===== config.mk =====
export PLATFORM = sky130hd
export DESIGN_NAME = pipe_control
export DESIGN_NICKNAME = d
export VERILOG_FILES = /design/src/rtl/pipe_ctrl_pkg.sv /design/src/rtl/ctrl_decode.sv /design/src/rtl/pipe_control.sv
export SDC_FILE = /design/constraint.sdc
export NUM_CORES = 1
export LEC_CHECK = 0
export ABC_AREA = 1
export BUFFER_PORTS_ARGS = -buffer_cell sky130_fd_sc_hd__buf_4
export CAP_MARGIN = 10
export CORE_UTILIZATION = 45
export CTS_CLUSTER_DIAMETER = 40
export DETAILED_ROUTE_END_ITERATION = 10
export GPL_TIMING_DRIVEN = 0
export PLACE_DENSITY_LB_ADDON = 0.1
export SLEW_MARGIN = 20
export SYNTH_ARGS = -nofsm -noshare
export SYNTH_HDL_FRONTEND = slang
export SYNTH_SLANG_ARGS = --single-unit

===== constraint.sdc =====
create_clock -name clk -period 2.75 [get_ports clk]
set_input_delay 0.6875 -clock clk [delete_from_list [all_inputs] [get_ports clk]]
set_output_delay 0.6875 -clock clk [all_outputs]
set_load 0.02 [all_outputs]

===== src/rtl/pipe_ctrl_pkg.sv =====
// Shared definitions for the pipelined control path.
// Contents:
//   - opcode constants for the supported instruction subset
//   - ALUop codes carried in the low three bits of the control bundle
//   - CTRL_W and the bit positions of each field inside a control bundle
//   - BUBBLE (all-zero bundle) and the fully decoded bundle per opcode
//   - touches_mem(): true when a bundle reads or writes data memory
// Bundle layout (bit 11 is reserved and always zero):
//   [10] RegDst [9] ALUSrc [8] MemtoReg [7] RegWrite [6] MemWrite
//   [5:4] Branch [3] ExtOp [2:0] ALUop
package pipe_ctrl_pkg;

  localparam int CTRL_W = 12;

  localparam logic [5:0] OP_RTYPE = 6'b000000;
  localparam logic [5:0] OP_ADDI  = 6'b001000;
  localparam logic [5:0] OP_LW    = 6'b100011;
  localparam logic [5:0] OP_SW    = 6'b101011;
  localparam logic [5:0] OP_BEQ   = 6'b000100;
  localparam logic [5:0] OP_BNE   = 6'b000101;
  localparam logic [5:0] OP_BGTZ  = 6'b000111;

  localparam logic [2:0] ALU_ADD   = 3'b000;
  localparam logic [2:0] ALU_SUB   = 3'b001;
  localparam logic [2:0] ALU_FUNCT = 3'b010;
  localparam logic [2:0] ALU_GTZ   = 3'b011;

  localparam int B_REGDST   = 10;
  localparam int B_MEMTOREG = 8;
  localparam int B_REGWRITE = 7;
  localparam int B_MEMWRITE = 6;
  localparam int B_BRANCH   = 4;

  localparam logic [CTRL_W-1:0] BUBBLE = 12'h000;

  // {rsvd, RegDst, ALUSrc, MemtoReg, RegWrite, MemWrite, Branch, ExtOp, ALUop}
  localparam logic [CTRL_W-1:0] CTRL_RTYPE = {1'b0, 1'b1, 1'b0, 1'b0, 1'b1, 1'b0, 2'b00, 1'b0, ALU_FUNCT};
  localparam logic [CTRL_W-1:0] CTRL_ADDI  = {1'b0, 1'b0, 1'b1, 1'b0, 1'b1, 1'b0, 2'b00, 1'b1, ALU_ADD};
  localparam logic [CTRL_W-1:0] CTRL_LW    = {1'b0, 1'b0, 1'b1, 1'b1, 1'b1, 1'b0, 2'b00, 1'b1, ALU_ADD};
  localparam logic [CTRL_W-1:0] CTRL_SW    = {1'b0, 1'b0, 1'b1, 1'b0, 1'b0, 1'b1, 2'b00, 1'b1, ALU_ADD};
  localparam logic [CTRL_W-1:0] CTRL_BEQ   = {1'b0, 1'b0, 1'b0, 1'b0, 1'b0, 1'b0, 2'b01, 1'b1, ALU_SUB};
  localparam logic [CTRL_W-1:0] CTRL_BNE   = {1'b0, 1'b0, 1'b0, 1'b0, 1'b0, 1'b0, 2'b10, 1'b1, ALU_SUB};
  localparam logic [CTRL_W-1:0] CTRL_BGTZ  = {1'b0, 1'b0, 1'b0, 1'b0, 1'b0, 1'b0, 2'b11, 1'b1, ALU_GTZ};

  function automatic logic touches_mem(input logic [CTRL_W-1:0] c);
    return c[B_MEMTOREG] | c[B_MEMWRITE];
  endfunction

endpackage


===== src/rtl/ctrl_decode.sv =====
// Single-lane control decoder: opcode -> 12-bit control bundle.
// Ports:
//   valid    in   lane holds a real instruction
//   op       in   6-bit opcode
//   ctrl     out  control bundle (BUBBLE for invalid lane or unknown opcode)
//   reads_rt out  instruction uses rt as a source (R, sw, beq, bne)
module ctrl_decode
  import pipe_ctrl_pkg::*;
(
  input  logic              valid,
  input  logic [5:0]        op,
  output logic [CTRL_W-1:0] ctrl,
  output logic              reads_rt
);

  // Pure lookup; anything not recognised decays to a bubble so it can never
  // write state or trigger a hazard.
  always_comb begin
    ctrl     = BUBBLE;
    reads_rt = 1'b0;
    if (valid) begin
      case (op)
        OP_RTYPE: begin ctrl = CTRL_RTYPE; reads_rt = 1'b1; end
        OP_ADDI:  ctrl = CTRL_ADDI;
        OP_LW:    ctrl = CTRL_LW;
        OP_SW:    begin ctrl = CTRL_SW;    reads_rt = 1'b1; end
        OP_BEQ:   begin ctrl = CTRL_BEQ;   reads_rt = 1'b1; end
        OP_BNE:   begin ctrl = CTRL_BNE;   reads_rt = 1'b1; end
        OP_BGTZ:  ctrl = CTRL_BGTZ;
        default:  ctrl = BUBBLE;
      endcase
    end
  end

endmodule


===== src/rtl/pipe_control.sv =====
// Pipelined control unit: decodes ISSUE_W lanes in ID, carries the control
// bundles through ID/EX, EX/MEM and MEM/WB, and resolves load-use and
// intra-bundle hazards for fetch.
// Parameters: ISSUE_W (1 or 2, lane 0 oldest), REG_AW (register specifier width)
// Ports:
//   clk, reset                 clock / synchronous active-high reset
//   id_valid, id_op            per-lane valid and opcode in ID
//   id_rs, id_rt, id_rd        per-lane register specifiers
//   flush                      taken branch: kill ID and EX
//   ext_stall                  freeze every pipeline register
//   ex_ctrl, mem_ctrl, wb_ctrl per-lane bundles in EX / MEM / WB
//   ex_dest                    per-lane EX destination (RegDst ? rd : rt)
//   stall                      load-use stall towards fetch
//   issue_cnt                  lanes accepted from ID this cycle
//   stall_count                stall-cycle counter
// Optional feature: define CTRL_STALL_CNT_EN to build the saturating stall
// counter; otherwise stall_count is tied to zero.
module pipe_control
  import pipe_ctrl_pkg::*;
#(
  parameter int ISSUE_W = 2,
  parameter int REG_AW  = 5
) (
  input  logic                      clk,
  input  logic                      reset,
  input  logic [ISSUE_W-1:0]        id_valid,
  input  logic [6*ISSUE_W-1:0]      id_op,
  input  logic [REG_AW*ISSUE_W-1:0] id_rs,
  input  logic [REG_AW*ISSUE_W-1:0] id_rt,
  input  logic [REG_AW*ISSUE_W-1:0] id_rd,
  input  logic                      flush,
  input  logic                      ext_stall,
  output logic [CTRL_W*ISSUE_W-1:0] ex_ctrl,
  output logic [CTRL_W*ISSUE_W-1:0] mem_ctrl,
  output logic [CTRL_W*ISSUE_W-1:0] wb_ctrl,
  output logic [REG_AW*ISSUE_W-1:0] ex_dest,
  output logic                      stall,
  output logic [1:0]                issue_cnt,
  output logic [31:0]               stall_count
);

  logic [CTRL_W-1:0] dec_ctrl   [ISSUE_W];
  logic              dec_rt     [ISSUE_W];
  logic [REG_AW-1:0] rs         [ISSUE_W];
  logic [REG_AW-1:0] rt         [ISSUE_W];
  logic [REG_AW-1:0] id_dest    [ISSUE_W];
  logic              id_active  [ISSUE_W];

  logic [CTRL_W-1:0] issue_ctrl [ISSUE_W];
  logic [REG_AW-1:0] issue_dest [ISSUE_W];

  logic [CTRL_W-1:0] ex_ctrl_q  [ISSUE_W];
  logic [REG_AW-1:0] ex_dest_q  [ISSUE_W];
  logic [CTRL_W-1:0] mem_ctrl_q [ISSUE_W];
  logic [CTRL_W-1:0] wb_ctrl_q  [ISSUE_W];

  logic load_use;
  logic intra_hazard;

  for (genvar i = 0; i < ISSUE_W; i++) begin : g_lane
    ctrl_decode u_decode (
      .valid    (id_valid[i]),
      .op       (id_op[i*6 +: 6]),
      .ctrl     (dec_ctrl[i]),
      .reads_rt (dec_rt[i])
    );

    assign rs[i]        = id_rs[i*REG_AW +: REG_AW];
    assign rt[i]        = id_rt[i*REG_AW +: REG_AW];
    assign id_active[i] = (dec_ctrl[i] != BUBBLE);
    // Bubbles carry dest 0 so they can never match a consumer.
    assign id_dest[i]   = !id_active[i]        ? '0 :
                          dec_ctrl[i][B_REGDST] ? id_rd[i*REG_AW +: REG_AW] : rt[i];

    assign ex_ctrl [i*CTRL_W +: CTRL_W] = ex_ctrl_q[i];
    assign mem_ctrl[i*CTRL_W +: CTRL_W] = mem_ctrl_q[i];
    assign wb_ctrl [i*CTRL_W +: CTRL_W] = wb_ctrl_q[i];
    assign ex_dest [i*REG_AW +: REG_AW] = ex_dest_q[i];
  end

  // A load in EX whose (nonzero) destination is a source of any live ID lane.
  always_comb begin
    load_use = 1'b0;
    for (int e = 0; e < ISSUE_W; e++) begin
      for (int l = 0; l < ISSUE_W; l++) begin
        if (ex_ctrl_q[e][B_MEMTOREG] && ex_ctrl_q[e][B_REGWRITE] &&
            (ex_dest_q[e] != '0) && id_active[l] &&
            ((ex_dest_q[e] == rs[l]) || (dec_rt[l] && (ex_dest_q[e] == rt[l])))) begin
          load_use = 1'b1;
        end
      end
    end
  end

  // Pairing rules for a dual-issue bundle: lane 1 must not depend on lane 0,
  // only one memory op per bundle, and nothing rides behind a branch.
  if (ISSUE_W == 2) begin : g_dual
    logic raw;
    logic mem_pair;
    logic branch0;

    always_comb begin
      raw      = dec_ctrl[0][B_REGWRITE] && (id_dest[0] != '0) &&
                 ((id_dest[0] == rs[1]) || (dec_rt[1] && (id_dest[0] == rt[1])));
      mem_pair = touches_mem(dec_ctrl[0]) && touches_mem(dec_ctrl[1]);
      branch0  = (dec_ctrl[0][B_BRANCH +: 2] != 2'b00);
      intra_hazard = id_active[1] && (raw || mem_pair || branch0);
    end
  end else begin : g_single
    assign intra_hazard = 1'b0;
  end

  // What ID/EX would load on a normal advance.
  always_comb begin
    for (int i = 0; i < ISSUE_W; i++) begin
      issue_ctrl[i] = dec_ctrl[i];
      issue_dest[i] = id_dest[i];
      if (load_use || ((i == 1) && intra_hazard)) begin
        issue_ctrl[i] = BUBBLE;
        issue_dest[i] = '0;
      end
    end
  end

  // Fetch handshake; ext_stall and flush suppress both stall and issue.
  always_comb begin
    stall     = load_use && !ext_stall && !flush;
    issue_cnt = 2'd0;
    if (ext_stall || flush || load_use) begin
      issue_cnt = 2'd0;
    end else if (intra_hazard) begin
      issue_cnt = 2'd1;
    end else begin
      for (int i = 0; i < ISSUE_W; i++) begin
        issue_cnt = issue_cnt + {1'b0, id_valid[i]};
      end
    end
  end

  // Pipeline registers. A flush kills the two younger stages while the
  // branch itself (in MEM) still retires into WB.
  always_ff @(posedge clk) begin
    for (int i = 0; i < ISSUE_W; i++) begin
      if (reset) begin
        ex_ctrl_q[i]  <= BUBBLE;
        ex_dest_q[i]  <= '0;
        mem_ctrl_q[i] <= BUBBLE;
        wb_ctrl_q[i]  <= BUBBLE;
      end else if (ext_stall) begin
        ex_ctrl_q[i]  <= ex_ctrl_q[i];
        ex_dest_q[i]  <= ex_dest_q[i];
        mem_ctrl_q[i] <= mem_ctrl_q[i];
        wb_ctrl_q[i]  <= wb_ctrl_q[i];
      end else if (flush) begin
        ex_ctrl_q[i]  <= BUBBLE;
        ex_dest_q[i]  <= '0;
        mem_ctrl_q[i] <= BUBBLE;
        wb_ctrl_q[i]  <= mem_ctrl_q[i];
      end else begin
        ex_ctrl_q[i]  <= issue_ctrl[i];
        ex_dest_q[i]  <= issue_dest[i];
        mem_ctrl_q[i] <= ex_ctrl_q[i];
        wb_ctrl_q[i]  <= mem_ctrl_q[i];
      end
    end
  end

`ifdef CTRL_STALL_CNT_EN
  logic [31:0] stall_count_q;

  // Counts every frozen cycle, from either cause, and sticks at all-ones.
  always_ff @(posedge clk) begin
    if (reset) begin
      stall_count_q <= '0;
    end else if ((stall || ext_stall) && (stall_count_q != 32'hFFFF_FFFF)) begin
      stall_count_q <= stall_count_q + 32'd1;
    end
  end

  assign stall_count = stall_count_q;
`else
  assign stall_count = '0;
`endif

endmodule


==> flow_summary.toml, run 1 <==
[run_status]
failing_checks = "setup timing"
run_status = "complete, but fails checks"

[placed_design]
place.port_buffers = 120
detailedPlacementHpwl_mm = 8.14
globalplace.congestion = 0.949

[routing]
postRouteWirelength_mm = 11.2
routed.top_layer = "met4"
wl_per_cell_microns = 13.1
via_count = 3963
met3_wirelength_microns = 729
ant_nets = 0
post_drt_via_cell_ratio = 4.64
wirelength_met1_mm = 4.62
route.detailed.drc = 0
detailedRoute.firstPassIterationCount = 5
detailedRoute.firstIterationViolations = 353
route.met2.wl_mm = 5.61

[worst_setup_path]
setup.reg_to_reg.worst_slack_ps = 390
r2r_end = "ex_ctrl_q[0][10]"
path_depth_of_the_worst_reg2reg_path = 15
criticalPathCategory = "primary input to primary output"
worst_setup_path_start_kind = "primary input"
worst_path_arrival_ps = 2570
cp_data_required_time_ps = 2060
r2r_start = "ex_dest_q[0][0]"
crit_slowest_cell = "sky130_fd_sc_hd__nor2_4"
timing.critical_path.to_type = "primary output"
slowest_delay_ps = 260
setup.worst_path.start = "id_op[5]"
worst_path_most_repeated_cell = "sky130_fd_sc_hd__nand2_2"
critPathMaxFanout = 8
sequence_of_cells_on_the_critical_path = "buf_8, nor2_4, nand3_4, nor2_4, nand2_2, o21ai_4, nand2_2, nand2_1, nand2_1, nor2_1, nand3_1, nand2_1, nand2_2, nand2_2, nand2_4, a21oi_4, buf_6"

[yosys]
synth_ff_type = "sky130_fd_sc_hd__edfxtp_1"
synthAdderAreaFrac_pct = 0.287
post_synth_inst_count = 522
synth_compound_area_share_pct = 4.66
post_synth_main_area_contributors = "sky130_fd_sc_hd__edfxtp_1 48%, sky130_fd_sc_hd__buf_4 7.9%, sky130_fd_sc_hd__nor2_1 7.8%"
synth_sequential_area_ratio_pct = 48.3
synth.distinct_cells = 35
post_synth_mux_area_share_pct = 0
largest_family_of_logic_cells_by_synthesized_area = "simple AND/OR/NAND/NOR gates"
syn_area_sq_um = 4350
post_synth_xor_area_fraction_pct = 5.63
syn-mean-instance-area_sq_um = 8.34
synth.largest_area_cell = "sky130_fd_sc_hd__edfxtp_1"
synth_async_reset_ratio_pct = 0
synth_enable_flop_cells = 70
netlist.area_leader.share_pct = 48.3
ys.warnings.count = 0
synth_simple_gate_area_share_pct = 24.4
ys_seq_elements = 70

[clocking]
cts.sinks = 70
hold_fix_buffer_count_after_cts = 0
htreeDepth = 3
cts.clk_slew.worst_paths_ps = 80
worstSkewPairLatency_ps = 350
numCtsBuffers = 9
cts_root_buffer = "sky130_fd_sc_hd__clkbuf_8"
tritoncts = "done"
clockBufferDepth = 2

[cells_and_area]
n_antenna_cell = 0
area_of_the_multi_input_gates_sq_um = 1840
fillers = 788
layout-drive-gt1-share_pct = 35.1
final_nets = 770
sequential_cell_area_sq_um = 2100
areaGrowthSynthToFinish_pct = 42.9

[global_routing]
pin_count_of_the_biggest_net_entering_global_routing = 53
grtUsageTotal_pct = 21.8
first_global_vias = 3569
number_of_antenna_violations_at_the_first_check_in_global_routing = 0
grt_remaining_overflow = 0
global_route_wire_length_before_repair_mm = 17.1

[min_path]
worstHoldStart = "mem_ctrl_q[1][3]"
worstHoldPathType = "register to register"
min_delay_path_depth = 2
worstHoldEndpoint = "wb_ctrl_q[1][3]"

[floorplanning]
die_width_microns = 100
fp.dieH_microns = 100
start_util_pct = 46.9
placement_rows = 35
io-pin-count = 165
fp.dieArea_sq_um = 10100
floorplan_core_area_sq_um = 9280

[pwr]
power-per-cell-area_nw_per_um2 = 449
vdd.ir_drop.worst_v = 0.000221
share_seq_of_total_power_pct = 45.3
clock_power_share_pct = 33.5
leakagePower_nw = 3.04
netSwitchingFraction_pct = 28.5
comb_power_share_pct = 21.2
p_int_mw = 2.00
net-switching-power_mw = 0.796

[run]
max-cap-violations = 0

[sta]
report.final.setup_viol = 3
fin_crit_sh_pct = 119
slew_viol_final = 0
setup_ws_ps = -510
fin_crit_ps = 3260
fmax_mhz = 307
finalClockSkew_ps = 11.3
rsz0062_at_grt = "true"
timing_hold_violations_final = 0
setup_tns_ps = -1260
worst_hold_slack_ps = 564
[repair_timing]
item                       CTS  global route
resized for setup           39             8
setup buffers               17             9
cloned                       1             0
pin swaps                   23            26
setup endpoints to repair    3             3
[per-stage QoR]
stage                     util [%]  area [sq um]  power, mW  cells  setup slack, ps
final                         67.0          6220       2.80    855             -510
after global routing          67.0          6220       2.90    855             -613
after CTS                     66.0          6130       2.79    848             -465
after detailed placement      60.7          5640       1.84    815             -668
after global placement        60.4          5610       1.83    814             -649
after floorplan                  -          4540       1.63    565            -71.2
[worst max-delay path: cells and delay by family]
kind            cells  cell delay [ps]
simple gates       13             1410
buf+inv             2              240
compound gates      2              230
[cells in the final DEF (no fill, tap or decap), types with 3 or more instances in the layout]
cell type	n
sky130_fd_sc_hd__buf_6	9
sky130_fd_sc_hd__xnor2_1	16
sky130_fd_sc_hd__conb_1	44
sky130_fd_sc_hd__nor2_4	8
sky130_fd_sc_hd__nor2_2	5
sky130_fd_sc_hd__inv_1	85
sky130_fd_sc_hd__nand2_4	5
sky130_fd_sc_hd__edfxtp_1	70
sky130_fd_sc_hd__o211ai_1	3
sky130_fd_sc_hd__xor2_1	12
sky130_fd_sc_hd__a21oi_1	8
sky130_fd_sc_hd__clkbuf_8	9
sky130_fd_sc_hd__buf_4	181
sky130_fd_sc_hd__nand3_2	4
sky130_fd_sc_hd__nand2_1	78
sky130_fd_sc_hd__nor3_1	9
sky130_fd_sc_hd__nand4_1	6
sky130_fd_sc_hd__clkbuf_1	9
sky130_fd_sc_hd__nand2_2	12
sky130_fd_sc_hd__o21ai_0	11
sky130_fd_sc_hd__buf_8	3
sky130_fd_sc_hd__nand3_1	25
sky130_fd_sc_hd__nor2_1	83
[worst max-delay path by stage]
stage | endpoint | slack, ps | cells after the start
final | issue_cnt[0] | -510 | 17
after global routing | issue_cnt[0] | -610 | 18
after CTS | issue_cnt[0] | -470 | 17
after detailed placement | issue_cnt[1] | -670 | 18
after global placement | issue_cnt[1] | -650 | 18
after floorplan | issue_cnt[0] | -70 | 15
[cells in the mapped netlist (5+ instances only)]
cell type / n
sky130_fd_sc_hd__inv_1: 85
sky130_fd_sc_hd__nand2_2: 5
sky130_fd_sc_hd__xnor2_1: 16
sky130_fd_sc_hd__nand2_1: 89
sky130_fd_sc_hd__nand4_1: 6
sky130_fd_sc_hd__xor2_1: 12
sky130_fd_sc_hd__a21oi_1: 9
sky130_fd_sc_hd__edfxtp_1: 70
sky130_fd_sc_hd__clkbuf_1: 11
sky130_fd_sc_hd__buf_4: 46
sky130_fd_sc_hd__nor2_1: 90
sky130_fd_sc_hd__o21ai_0: 12
sky130_fd_sc_hd__nor3_1: 11
sky130_fd_sc_hd__nand3_1: 28
[cells by family after synthesis]
family,count (synthesis)
xor gates and xnor gates,28
adders and majority gates,1
and+or+nand+nor,243
other,1
buffers and inverters,145
AOI/OAI and AO/OA,34
DFF,70
[registers in the layout (all words and copies together) (netlist names)]
name / flops
wb_ctrl_q: 20
ex_ctrl_q: 20
mem_ctrl_q: 20
ex_dest_q: 10
[area by class of cell]
type | instances | share of cell area, %
sequential | 70 | 33.8
timing repair buffer | 148 | 19.0
clock buffer | 10 | 2.05
clock inverter | 6 | 1.51
tap | 129 | 2.60
inverter | 87 | 5.25
buffer | 55 | 6.18
multi-input combinational | 350 | 29.6
[power groups by stage]
| stage | clock network, mW | logic (mW) | registers (mW) |
|---|---|---|---|
| floorplan | 0 | 0.274 | 1.36 |
| global placement | 0 | 0.546 | 1.29 |
| detailed placement | 0 | 0.557 | 1.29 |
| CTS | 0.946 | 0.584 | 1.26 |
| global route | 0.991 | 0.638 | 1.27 |
| finish | 0.937 | 0.593 | 1.27 |
[per-layer routing]
metal | vias to the layer above | track usage [%]
met5 | - | 0
met4 | 0 | 7.02
met3 | 28 | 4.04
met2 | 184 | 38.5
met1 | 1793 | 26.9
li1 | 1958 | -
No activity file was read; power rests on OpenSTA's default activity.
==> run 2, diff against run 1 <==
Settings changed: BUFFER_PORTS_ARGS -buffer_cell sky130_fd_sc_hd__buf_4 to -buffer_cell sky130_fd_sc_hd__buf_2.
==> flow_summary.toml, run 2 (same netlist as run 1, synthesis figures left out) <==
[worst_setup_path]
worst_setup_path_start_kind = "primary input"
cp_data_required_time_ps = 2060
slowest_delay_ps = 280
critPathMaxFanout = 8
worst_path_arrival_ps = 2570
r2r_start = "ex_dest_q[1][3]"
sequence_of_cells_on_the_critical_path = "buf_8, nor2_4, nand3_4, nor2_4, nand2_1, nand2_2, nand2_4, nand2_2, nand2_2, nor2_2, nand3_1, nand2_1, nand2_2, nand2_2, nand2_4, a21oi_4, buf_6"
criticalPathCategory = "primary input to primary output"
worst_path_most_repeated_cell = "sky130_fd_sc_hd__nand2_2"
path_depth_of_the_worst_reg2reg_path = 14
timing.critical_path.to_type = "primary output"
setup.reg_to_reg.worst_slack_ps = 390
critical_path.n_buffers_inverters = 2
r2r_end = "ex_ctrl_q[0][6]"
crit_slowest_cell = "sky130_fd_sc_hd__nor2_4"
timing.critical_path.max_delay_family = "simple AND/OR/NAND/NOR gates"

[min_path]
min_delay_path_depth = 2
worstHoldPathType = "register to register"
worstHoldEndpoint = "wb_ctrl_q[1][6]"
worstHoldStart = "mem_ctrl_q[1][6]"

[pwr]
p_int_mw = 1.95
vdd.ir_drop.worst_v = 0.000262
netSwitchingFraction_pct = 28.5
net-switching-power_mw = 0.776
share_seq_of_total_power_pct = 46.6
comb_power_share_pct = 20.1
power-per-cell-area_nw_per_um2 = 452
clock_power_share_pct = 33.4
totalPowerFinal_mw = 2.72
leakagePower_nw = 3.02

[run_status]
run_status = "complete, but fails checks"
failing_checks = "setup timing"

[clocking]
cts_root_buffer = "sky130_fd_sc_hd__clkbuf_8"
cts.sinks = 70
cts.clk_slew.worst_paths_ps = 80
numCtsBuffers = 9
worstSkewPairLatency_ps = 340
tritoncts = "done"
clockBufferDepth = 2
htreeDepth = 3

[routing]
routed.top_layer = "met4"
met3_wirelength_microns = 664
route.met2.wl_mm = 5.60
post_drt_via_cell_ratio = 4.56
wirelength_met1_mm = 4.66
via_count = 3916
postRouteWirelength_mm = 11.0
route.detailed.drc = 0
ant_nets = 0
detailedRoute.firstIterationViolations = 268
detailedRoute.firstPassIterationCount = 5
wl_per_cell_microns = 12.8

[global_routing]
first_global_vias = 3603
pin_count_of_the_biggest_net_entering_global_routing = 53
number_of_antenna_violations_at_the_first_check_in_global_routing = 0
grtUsageTotal_pct = 21.5
global_route_wire_length_before_repair_mm = 16.8
grt_remaining_overflow = 0

[placed_design]
globalplace.congestion = 0.903
place.port_buffers = 120
detailedPlacementHpwl_mm = 8.03
dpl-instance-area_sq_um = 5340

[floorplanning]
start_util_pct = 46.9
io-pin-count = 165
fp.dieArea_sq_um = 10100
die_width_microns = 100
fp.dieH_microns = 100
floorplan_core_area_sq_um = 9280
placement_rows = 35

[sta]
report.final.setup_viol = 3
fmax_mhz = 307
timing_hold_violations_final = 0
fin_crit_sh_pct = 118
rsz0062_at_grt = "true"
worst_hold_slack_ps = 562
setup_ws_ps = -507
finalClockSkew_ps = 18.2
slew_viol_final = 0
fin_crit_ps = 3260
setup_tns_ps = -1160

[run]
max-cap-violations = 0

[cells_and_area]
most_common_library_cell_in_the_layout_ignoring_fill_and_taps = "sky130_fd_sc_hd__buf_2"
final_nets = 773
layout-drive-gt1-share_pct = 38.0
areaGrowthSynthToFinish_pct = 38.2
n_antenna_cell = 0
commonest_cells_after_routing_fill_and_taps_aside = "111 x sky130_fd_sc_hd__buf_2, 82 x sky130_fd_sc_hd__inv_1, 82 x sky130_fd_sc_hd__nor2_1"
largestRegisters = "ex_ctrl_q x20, mem_ctrl_q x20, wb_ctrl_q x20"
final_core_utilization_pct = 64.8
layout.cell_area.non_filler_sq_um = 6020
-- run 2: cell types whose count changed in the layout (fill, tap and decap cells not counted), moves of 3 or more --
| cell | change |
|---|---|
| sky130_fd_sc_hd__nand2_1 | -13 |
| sky130_fd_sc_hd__nand2_2 | +11 |
| sky130_fd_sc_hd__inv_1 | -3 |
| sky130_fd_sc_hd__inv_2 | +3 |
| sky130_fd_sc_hd__buf_2 | +111 |
| sky130_fd_sc_hd__buf_4 | -104 |
-- run 2: through the flow --
stage | instances | setup slack (ps)
3_5_place_dp | 815 | -656
5_1_grt | 858 | -619
6_report | 858 | -507
4_1_cts | 851 | -438
2_1_floorplan | 565 | -71.2
3_3_place_gp | 814 | -656
-- run 2: what timing repair did --
item | 4_1_cts | 5_1_grt
resized for setup | 45 | 30
buffers inserted | 20 | 11
endpoints found under the setup margin | 3 | 3
pin swaps | 36 | 38
gates cloned | 1 | 0
hold buffers | 0 | 0
-- run 2: tightest hold or removal path, cell delays in order (launching register included) --
cell,delay (ps)
sky130_fd_sc_hd__edfxtp_1,340
sky130_fd_sc_hd__inv_1,40
sky130_fd_sc_hd__nor2_1,70
-- run 2: cell type report --
| type | instances | area (sq um) |
|---|---|---|
| timing repair buffer | 153 | 936 |
| tap | 129 | 161 |
| sequential | 70 | 2100 |
| inverter | 87 | 327 |
| buffer | 53 | 379 |
| fill | 827 | 3270 |
| clock inverter | 6 | 86.3 |
| multi-input combinational | 350 | 1900 |
| clock buffer | 10 | 128 |
-- run 2: how the worst max path moves through the flow --
stage / start / to / cells after the start
after floorplan: id_op[5] / issue_cnt[0] / 15
after global placement: id_op[5] / issue_cnt[0] / 17
after detailed placement: id_op[5] / issue_cnt[0] / 17
after CTS: id_op[4] / issue_cnt[0] / 17
after global routing: id_op[5] / issue_cnt[0] / 17
final: id_op[0] / issue_cnt[0] / 17
-- run 2: power groups by stage --
| stage | logic, mW | registers (mW) | clock network (mW) |
|---|---|---|---|
| 3_5_place_dp | 0.505 | 1.28 | 0 |
| 5_1_grt | 0.588 | 1.28 | 0.970 |
| 3_3_place_gp | 0.495 | 1.28 | 0 |
| 6_report | 0.546 | 1.27 | 0.908 |
| 2_1_floorplan | 0.274 | 1.36 | 0 |
| 4_1_cts | 0.534 | 1.26 | 0.929 |
-- run 2: per-layer routing --
layer | global-route usage, % | vias to the layer above
met4 | 5.46 | 0
met5 | 0 | -
met1 | 26.3 | 1787
met3 | 4.32 | 10
li1 | - | 1963
met2 | 38.6 | 156
==> run 3, diff against run 2 <==
==> constraint.sdc (replaced) <==
create_clock -name clk -period 2.75 [get_ports clk]
set_input_delay 0.275 -clock clk [delete_from_list [all_inputs] [get_ports clk]]
set_output_delay 0.275 -clock clk [all_outputs]
set_load 0.02 [all_outputs]
==> flow_summary.toml, run 3 (same netlist as run 1, synthesis figures left out) <==
[sta]
setup_tns_ps = 0
slew_viol_final = 0
worst_hold_slack_ps = 281
report.final.setup_viol = 0
finalClockSkew_ps = 10.8
fin_crit_ps = 2620
fmax_mhz = 382
rsz0062_at_grt = "false"
timing_hold_violations_final = 0
fin_crit_sh_pct = 95.2

[routing]
detailedRoute.firstIterationViolations = 151
wl_per_cell_microns = 12.4
post_drt_via_cell_ratio = 4.45
ant_nets = 0
route.detailed.drc = 0
postRouteWirelength_mm = 10.2
detailedRoute.firstPassIterationCount = 4
via_count = 3683

[pwr]
net-switching-power_mw = 0.752
p_int_mw = 1.83
leakagePower_nw = 2.78
share_seq_of_total_power_pct = 49.2
netSwitchingFraction_pct = 29.1
comb_power_share_pct = 19.1
vdd.ir_drop.worst_v = 0.000216
totalPowerFinal_mw = 2.58
clock_power_share_pct = 31.7
power-per-cell-area_nw_per_um2 = 468

[cells_and_area]
final_nets = 743
largestRegisters = "ex_ctrl_q x20, mem_ctrl_q x20, wb_ctrl_q x20"
post_layout_instance_count_excluding_filler_cells = 828
fillers = 869
areaGrowthSynthToFinish_pct = 26.8
commonest_cells_after_routing_fill_and_taps_aside = "120 x sky130_fd_sc_hd__buf_2, 89 x sky130_fd_sc_hd__nor2_1, 89 x sky130_fd_sc_hd__nand2_1"
most_common_library_cell_in_the_layout_ignoring_fill_and_taps = "sky130_fd_sc_hd__buf_2"
layout-drive-gt1-share_pct = 29.8
final_core_utilization_pct = 59.4
n_antenna_cell = 0
area_of_the_multi_input_gates_sq_um = 1690
sequential_cell_area_sq_um = 2100

[floorplanning]
fp.dieH_microns = 100
fp.dieArea_sq_um = 10100
die_width_microns = 100
start_util_pct = 46.9
io-pin-count = 165
floorplan_core_area_sq_um = 9280
placement_rows = 35

[clocking]
worstSkewPairLatency_ps = 340
clockBufferDepth = 2
htreeDepth = 3
cts.clk_slew.worst_paths_ps = 80
numCtsBuffers = 9
cts.sinks = 70
tritoncts = "done"
cts_root_buffer = "sky130_fd_sc_hd__clkbuf_8"

[worst_setup_path]
worst_setup_path_start_kind = "primary input"
setup.reg_to_reg.worst_slack_ps = 520
critPathMaxFanout = 6
cp_data_required_time_ps = 2480
timing.critical_path.to_type = "primary output"
path_depth_of_the_worst_reg2reg_path = 13
r2r_end = "ex_ctrl_q[0][10]"
criticalPathCategory = "primary input to primary output"
worst_path_arrival_ps = 2340
r2r_start = "ex_dest_q[0][4]"

[min_path]
min_delay_path_depth = 3
worstHoldPathType = "primary input to register"
worstHoldEndpoint = "ex_dest_q[1][1]"
worstHoldStart = "id_rd[6]"

[placed_design]
detailedPlacementHpwl_mm = 8.06
dp.cells = 815
place.port_buffers = 120
globalplace.congestion = 0.925

[global_routing]
pin_count_of_the_biggest_net_entering_global_routing = 52
number_of_antenna_violations_at_the_first_check_in_global_routing = 0
first_global_vias = 3468
grtUsageTotal_pct = 20.4
global_route_wire_length_before_repair_mm = 15.8
grt_remaining_overflow = 0

[run]
max-cap-violations = 0

[run_status]
run_status = "finished clean"
[run 3: cell types whose count changed in the layout (fill, tap and decap cells not counted), moves of 4 or more]
cell / before / now
sky130_fd_sc_hd__buf_4: 77 / 48
sky130_fd_sc_hd__nand2_1: 65 / 89
sky130_fd_sc_hd__nand2_2: 23 / 5
sky130_fd_sc_hd__buf_2: 111 / 120
sky130_fd_sc_hd__buf_6: 9 / 1
sky130_fd_sc_hd__nor2_1: 82 / 89
sky130_fd_sc_hd__nand2_4: 7 / 2
sky130_fd_sc_hd__nand3_1: 23 / 28
sky130_fd_sc_hd__nor2_4: 8 / 3
sky130_fd_sc_hd__nand3_2: 6 / 2
[run 3: worst max path at each step]
stage | slack [ps] | to | from
global placement | 200 | issue_cnt[0] | id_op[0]
detailed placement | 210 | issue_cnt[0] | id_op[2]
CTS | 100 | stall | ex_dest_q[1][2]
finish | 130 | issue_cnt[0] | id_op[0]
floorplan | 620 | issue_cnt[0] | id_op[0]
global route | 1 | stall | ex_dest_q[1][2]
[run 3: power groups by stage]
| stage | clock [mW] | combinational (mW) | sequential, mW |
|---|---|---|---|
| floorplan | 0 | 0.270 | 1.36 |
| global placement | 0 | 0.489 | 1.28 |
| detailed placement | 0 | 0.500 | 1.28 |
| CTS | 0.836 | 0.502 | 1.26 |
| global route | 0.873 | 0.537 | 1.28 |
| finish | 0.819 | 0.493 | 1.27 |
[run 3: area by class of cell]
type | instances | share of cell area [%]
tap | 129 | 2.92
sequential | 70 | 38.1
buffer | 52 | 6.80
inverter | 87 | 5.92
multi-input combinational | 350 | 30.7
timing repair buffer | 124 | 12.0
clock buffer | 9 | 2.24
clock inverter | 7 | 1.34
[run 3: timing repair]
item                                   CTS  global route
hold buffers                             0             0
setup buffers                            0             3
setup endpoints to repair                0             3
endpoints found under the hold margin    0             0
gates resized for setup                  0             1
[run 3: worst max-delay path, stage by stage]
cell and delay, ps:
sky130_fd_sc_hd__buf_2 120, sky130_fd_sc_hd__nor2_2 190, sky130_fd_sc_hd__nand3_2 150, sky130_fd_sc_hd__nor2_4 190
sky130_fd_sc_hd__buf_12 130, sky130_fd_sc_hd__nand2_1 50, sky130_fd_sc_hd__nand2_1 120, sky130_fd_sc_hd__nand2_1 150
sky130_fd_sc_hd__nand2_1 90, sky130_fd_sc_hd__nand2_1 50, sky130_fd_sc_hd__nor2_1 110, sky130_fd_sc_hd__nand3_1 80
sky130_fd_sc_hd__nand2_1 80, sky130_fd_sc_hd__nand2_2 80, sky130_fd_sc_hd__nand2_2 70, sky130_fd_sc_hd__nand2_2 80
sky130_fd_sc_hd__a21oi_1 130, sky130_fd_sc_hd__buf_2 190
[run 3: per-stage QoR]
step           setup slack, ps  cell area [sq um]
2_1_floorplan              617               4510
6_report                   133               5520
3_5_place_dp               212               5310
3_3_place_gp               205               5280
5_1_grt                   1.43               5520
4_1_cts                    103               5500
[run 3: layer usage]
metal | global-route usage [%] | part of all wire, % | routed length (microns)
met5 | 0 | 0 | 0
met2 | 38.0 | 50 | 5160
met3 | 4.46 | 6.4 | 655
met4 | 5.57 | 1.0 | 105
met1 | 23.4 | 42 | 4320
